===== config.mk =====
export PLATFORM = sky130hd
export DESIGN_NAME = uart_tx_frame
export DESIGN_NICKNAME = d
export VERILOG_FILES = /design/src/rtl/uart_tx_frame.sv
export SDC_FILE = /design/constraint.sdc
export NUM_CORES = 1
export LEC_CHECK = 0
export CORE_UTILIZATION = 54
export DETAILED_ROUTE_END_ITERATION = 6
export PLACE_DENSITY = 0.78
export SLEW_MARGIN = 5
export SYNTH_ARGS = -nofsm -noshare
export SYNTH_HDL_FRONTEND = slang
export SYNTH_SLANG_ARGS = --single-unit

===== constraint.sdc =====
create_clock -name clk -period 2 [get_ports clk]
set_clock_uncertainty 0.2 [all_clocks]
set_input_delay 0.4 -clock clk [delete_from_list [all_inputs] [get_ports clk]]
set_output_delay 0.4 -clock clk [all_outputs]
set_load 0.01 [all_outputs]

===== src/rtl/uart_tx_frame.sv =====
// UART transmitter: start, 8 data bits LSB-first, optional parity, 1-2 stop bits.
// Latency: line drops on the accept edge. Only one frame in flight; tx_start is ignored while busy.
module uart_tx_frame #(
    parameter int BAUD_DIV   = 4,
    parameter int OVERSAMPLE = 16,
    parameter int PARITY_EN  = 1,
    parameter int PARITY_ODD = 0,
    parameter int STOP_BITS  = 1
) (
    input  logic       clk,
    input  logic       reset,
    input  logic       tx_start,
    input  logic [7:0] tx_data,
    output logic       tx_ready,
    output logic       tx_serial,
    output logic       tx_busy,
    output logic       tx_done,
    output logic       baud_tick
);

    localparam int DIV_W = (BAUD_DIV > 1) ? $clog2(BAUD_DIV) : 1;
    localparam int OS_W  = (OVERSAMPLE > 1) ? $clog2(OVERSAMPLE) : 1;
    localparam logic [DIV_W-1:0] DIV_LAST  = DIV_W'(BAUD_DIV - 1);
    localparam logic [OS_W-1:0]  OS_LAST   = OS_W'(OVERSAMPLE - 1);
    localparam logic [2:0]       LAST_STOP = 3'(STOP_BITS - 1);

    localparam logic [2:0] S_IDLE   = 3'd0;
    localparam logic [2:0] S_START  = 3'd1;
    localparam logic [2:0] S_DATA   = 3'd2;
    localparam logic [2:0] S_PARITY = 3'd3;
    localparam logic [2:0] S_STOP   = 3'd4;

    logic [2:0]       state_q, state_d;
    logic [DIV_W-1:0] div_q, div_d;
    logic [OS_W-1:0]  tick_q, tick_d;
    logic [2:0]       bit_q, bit_d;
    logic [7:0]       shift_q, shift_d;
    logic             parity_q, parity_d;
    logic             serial_q, serial_d;

    logic tick;
    logic bit_end;
    logic done;
    logic ready;
    logic accept;

    assign tick    = (state_q != S_IDLE) && (div_q == DIV_LAST);
    assign bit_end = tick && (tick_q == OS_LAST);
    assign done    = (state_q == S_STOP) && bit_end && (bit_q == LAST_STOP);
    // The last cycle of the final stop bit also accepts, so frames can abut.
    assign ready   = (state_q == S_IDLE) || done;
    assign accept  = tx_start && ready;

    always_comb begin
        state_d  = state_q;
        div_d    = div_q;
        tick_d   = tick_q;
        bit_d    = bit_q;
        shift_d  = shift_q;
        parity_d = parity_q;
        serial_d = serial_q;

        if (state_q != S_IDLE) begin
            if (tick) begin
                div_d  = '0;
                tick_d = (tick_q == OS_LAST) ? '0 : tick_q + 1'b1;
            end else begin
                div_d = div_q + 1'b1;
            end
        end

        if (bit_end) begin
            case (state_q)
                S_START: begin
                    state_d  = S_DATA;
                    bit_d    = 3'd0;
                    serial_d = shift_q[0];
                end
                S_DATA: begin
                    if (bit_q == 3'd7) begin
                        if (PARITY_EN != 0) begin
                            state_d  = S_PARITY;
                            serial_d = parity_q;
                        end else begin
                            state_d  = S_STOP;
                            bit_d    = 3'd0;
                            serial_d = 1'b1;
                        end
                    end else begin
                        bit_d    = bit_q + 3'd1;
                        shift_d  = {1'b0, shift_q[7:1]};
                        serial_d = shift_q[1];
                    end
                end
                S_PARITY: begin
                    state_d  = S_STOP;
                    bit_d    = 3'd0;
                    serial_d = 1'b1;
                end
                S_STOP: begin
                    serial_d = 1'b1;
                    if (bit_q == LAST_STOP) begin
                        state_d = S_IDLE;
                    end else begin
                        bit_d = bit_q + 3'd1;
                    end
                end
                default: begin
                    state_d  = S_IDLE;
                    serial_d = 1'b1;
                end
            endcase
        end

        if (accept) begin
            state_d  = S_START;
            div_d    = '0;
            tick_d   = '0;
            bit_d    = 3'd0;
            shift_d  = tx_data;
            parity_d = (PARITY_ODD != 0) ? ~^tx_data : ^tx_data;
            serial_d = 1'b0;
        end
    end

    always_ff @(posedge clk or negedge reset) begin
        if (!reset) begin
            state_q  <= S_IDLE;
            div_q    <= '0;
            tick_q   <= '0;
            bit_q    <= 3'd0;
            shift_q  <= 8'd0;
            parity_q <= 1'b0;
            serial_q <= 1'b1;
        end else begin
            state_q  <= state_d;
            div_q    <= div_d;
            tick_q   <= tick_d;
            bit_q    <= bit_d;
            shift_q  <= shift_d;
            parity_q <= parity_d;
            serial_q <= serial_d;
        end
    end

    assign tx_serial = serial_q;
    assign tx_ready  = ready;
    assign tx_busy   = ~ready;
    assign tx_done   = done;
    assign baud_tick = tick;

endmodule


==> flow_metrics.env <==
export IMPL_status="finished with violations"
export IMPL_violations="setup timing"
export IMPL_gp_congestion=0.7846
export IMPL_cpPeakStageDelay_ps=410
export IMPL_timing_hold_ws_ps=226.2
export IMPL_crit_path_start_kind="flip-flop"
export IMPL_crit_arrival_ps=1530
export IMPL_clkTransAtPathRegs_ps=120
export IMPL_die_area_um2=2595
export IMPL_pre_cts_slack_ps=-267.7
export IMPL_synth_cell_type_count=37
export IMPL_worstPathRequired_ps=1400
export IMPL_coreArea_um2=2233
export IMPL_rsz0062_at_grt="true"
export IMPL_rows=17
export IMPL_antenna_found_initial=0
export IMPL_synth_async_reset_ratio_pct=100.0
export IMPL_grtUsageMet2_pct=44.30
export IMPL_seq_area_frac_synth_pct=42.65
export IMPL_gr_total_overflow=0
export IMPL_synth_area_um2=1294
export IMPL_power_total_uw=1826
export IMPL_max_slew_worst_pin_slew_ps=297.1
export IMPL_fmax_mhz=469.4
export IMPL_crit_path_cell_trace="inv_1, ha_1, nand2b_1, nor3_2, or2_4, inv_1, buf_2"
export IMPL_worstSetupPathType="flip-flop to output port"
export IMPL_cp_common_cell="inv_1"
export IMPL_synth_net_count=155
export IMPL_die_h_um=50.95
export IMPL_setup_ws_ps=-130.4
export IMPL_vias=1202
export IMPL_ys_ff_latch=22
export IMPL_drt_pass1_iter_count=4
export IMPL_avgSynthCellArea_um2=9.307
export IMPL_grt_start_max_net_pins=23
export IMPL_path_buf_inv=3
export IMPL_finalCriticalPeriod_ps=2130
export IMPL_yosysTopAreaCell="dfrtp_1"
export IMPL_netlist_area_leader_share_pct=40.62
export IMPL_slew_viol_final=0
export IMPL_clockBufferDepth=2
export IMPL_cp_slowest_cell="dfrtp_1"
export IMPL_cts_hold_buf=0
export IMPL_finalSetupViolCount=7
export IMPL_cellPowerDensity_nw_per_um2=1017
export IMPL_wl_per_cell_um=14.69
export IMPL_initial_core_util_pct=57.93
export IMPL_yosysWarningCount=0
export IMPL_cts_tree="yes"
export IMPL_grt_use_met3_pct=2.976
export IMPL_wirelength_mm=3.128
export IMPL_cts_inserted_buffers=3
export IMPL_place_hpwl_mm=1.993
export IMPL_fin_nets=202
export IMPL_initialDrtViolationCount=34
export IMPL_grt_first_pass_wirelength_mm=4.664
export IMPL_synth_edf_count=0
export IMPL_ir_worst_vdd_mv=0.8235
export IMPL_port_buffers=15
export IMPL_ant_nets=0
export IMPL_synth_area_top_cells="dfrtp_1, nand2_1, a21oi_1"
export IMPL_clock_sinks=22
export IMPL_drv_cap=0
export IMPL_clock_latency_ps=310
export IMPL_drc=0
export IMPL_area_growth_pct=38.78
export IMPL_pin_count=16
export IMPL_synth_cells=139
export IMPL_final_hold_violation_count=0
export IMPL_grt_total_usage_pct=24.30
export IMPL_dieWidth_um=50.95
export IMPL_p_leak_uw=0.0008324
export IMPL_grt_util_met1_pct=28.16
export IMPL_drive_gt1_share_pct=35.14
export IMPL_cp_max_fo=2
export IMPL_crit_path_end_kind="output port"
export IMPL_hp_class="input pin to async pin"
export IMPL_diodes=0
export IMPL_cts_root_buf="clkbuf_4"
export IMPL_tns_ps=-617.4
export IMPL_period_share_pct=106.5
export IMPL_synth_top_flop_cell="dfrtp_1"
export IMPL_viasPerCell=5.643
export IMPL_grt_busiest_layer="met2"
export IMPL_cp_top_family="simple AND/OR/NAND/NOR gates"
export IMPL_htreeDepth=1
export IMPL_relSlewSlack_pct=80.20
export IMPL_final_cells=213
export IMPL_place_inst=199
export IMPL_grt_pass1_vias=1121
==> layout by cell type, fill, tap and decap left out, types with 2 or more instances in the layout <==
cell type,n
mux2i_1,6
nor3_2,2
a22oi_1,2
nand2_1,20
nor2_1,8
ha_4,2
nand3_1,2
o21ai_0,10
nor3_1,2
buf_4,30
nor2_2,2
inv_1,6
a21oi_2,3
o21ai_1,3
xnor2_1,7
nand2b_1,2
buf_6,5
clkbuf_4,3
ha_2,2
a21oi_1,11
nand2_4,2
a311oi_1,2
buf_2,2
dfrtp_1,20
clkdlybuf4s50_1,10
==> cell type report <==
type	instances	area (µm²)
clock buffers	4	36.28
fillers	143	437.9
inverters	7	28.78
multi-input cells	104	742.0
flip-flops and latches	22	553.0
well taps	28	35.03
repair buffers	48	400.4
==> cell usage after synthesis (2+ instances only) <==
library cell and number:
mux2i_1 6, buf_2 2, o21ai_1 2, a21oi_1 13, buf_4 2, nor2_1 10, dfrtp_1 21, a311oi_1 2
a22oi_1 2, ha_1 5, nand2_1 20, nand3_1 3, nor3_1 4, xnor2_1 7, nand2b_1 3, o21ai_0 11
inv_1 6
==> final timing paths <==
kind | slack, ps | cells past startpoint | from | end
min in group clk | 330 | 2 | shift_q[7] | shift_q[7]
max reg2reg | -100 | 9 | bit_q[0] | bit_q[0]
min reg2reg | 330 | 2 | shift_q[7] | shift_q[7]
max | -130 | 7 | bit_q[0] | tx_busy
min | 230 | 2 | reset | div_q[0]
max in group asynchronous | 1100 | 2 | reset | tx_serial
==> power breakdown <==
part | total, µW | switching, µW | internal [µW]
Clock | 250 | 139 | 111
Sequential | 732 | 118 | 614
Combinational | 844 | 401 | 443
==> metal layers <==
metal | vias to the layer above | share of wire [%]
met2 | 44 | 53
met1 | 579 | 40
li1 | 570 | -
met5 | - | 0
met3 | 9 | 4.6
met4 | 0 | 1.8
==> through the flow <==
stage                     utilization (%)  cell area [µm²]
final                               80.39             1795
after global routing                80.39             1795
after CTS                           75.29             1682
after floorplan                         -             1299
after detailed placement            71.88             1605
after global placement              71.88             1605
==> sequential cells by signal (all words and copies together) (netlist names) <==
register / count
shift_q: 8
parity_q: 1
tx_serial: 1
bit_q: 3
div_q: 2
state_q: 3
tick_q: 4
==> cells by family after synthesis <==
family / share of synthesized area [%]
AND/OR/NAND/NOR: 20.60
AO/OA/AOI/OAI: 15.86
flip-flops: 42.65
buffers and inverters: 5.995
XOR/XNOR: 5.416
multiplexers: 4.642
adder cells (fa/ha/maj): 4.836
==> timing repair <==
item,CTS,global route
pin swaps,3,7
buffers inserted,5,5
endpoints found under the setup margin,22,21
resized for setup,24,18
Power figures use the tool's default switching activity.
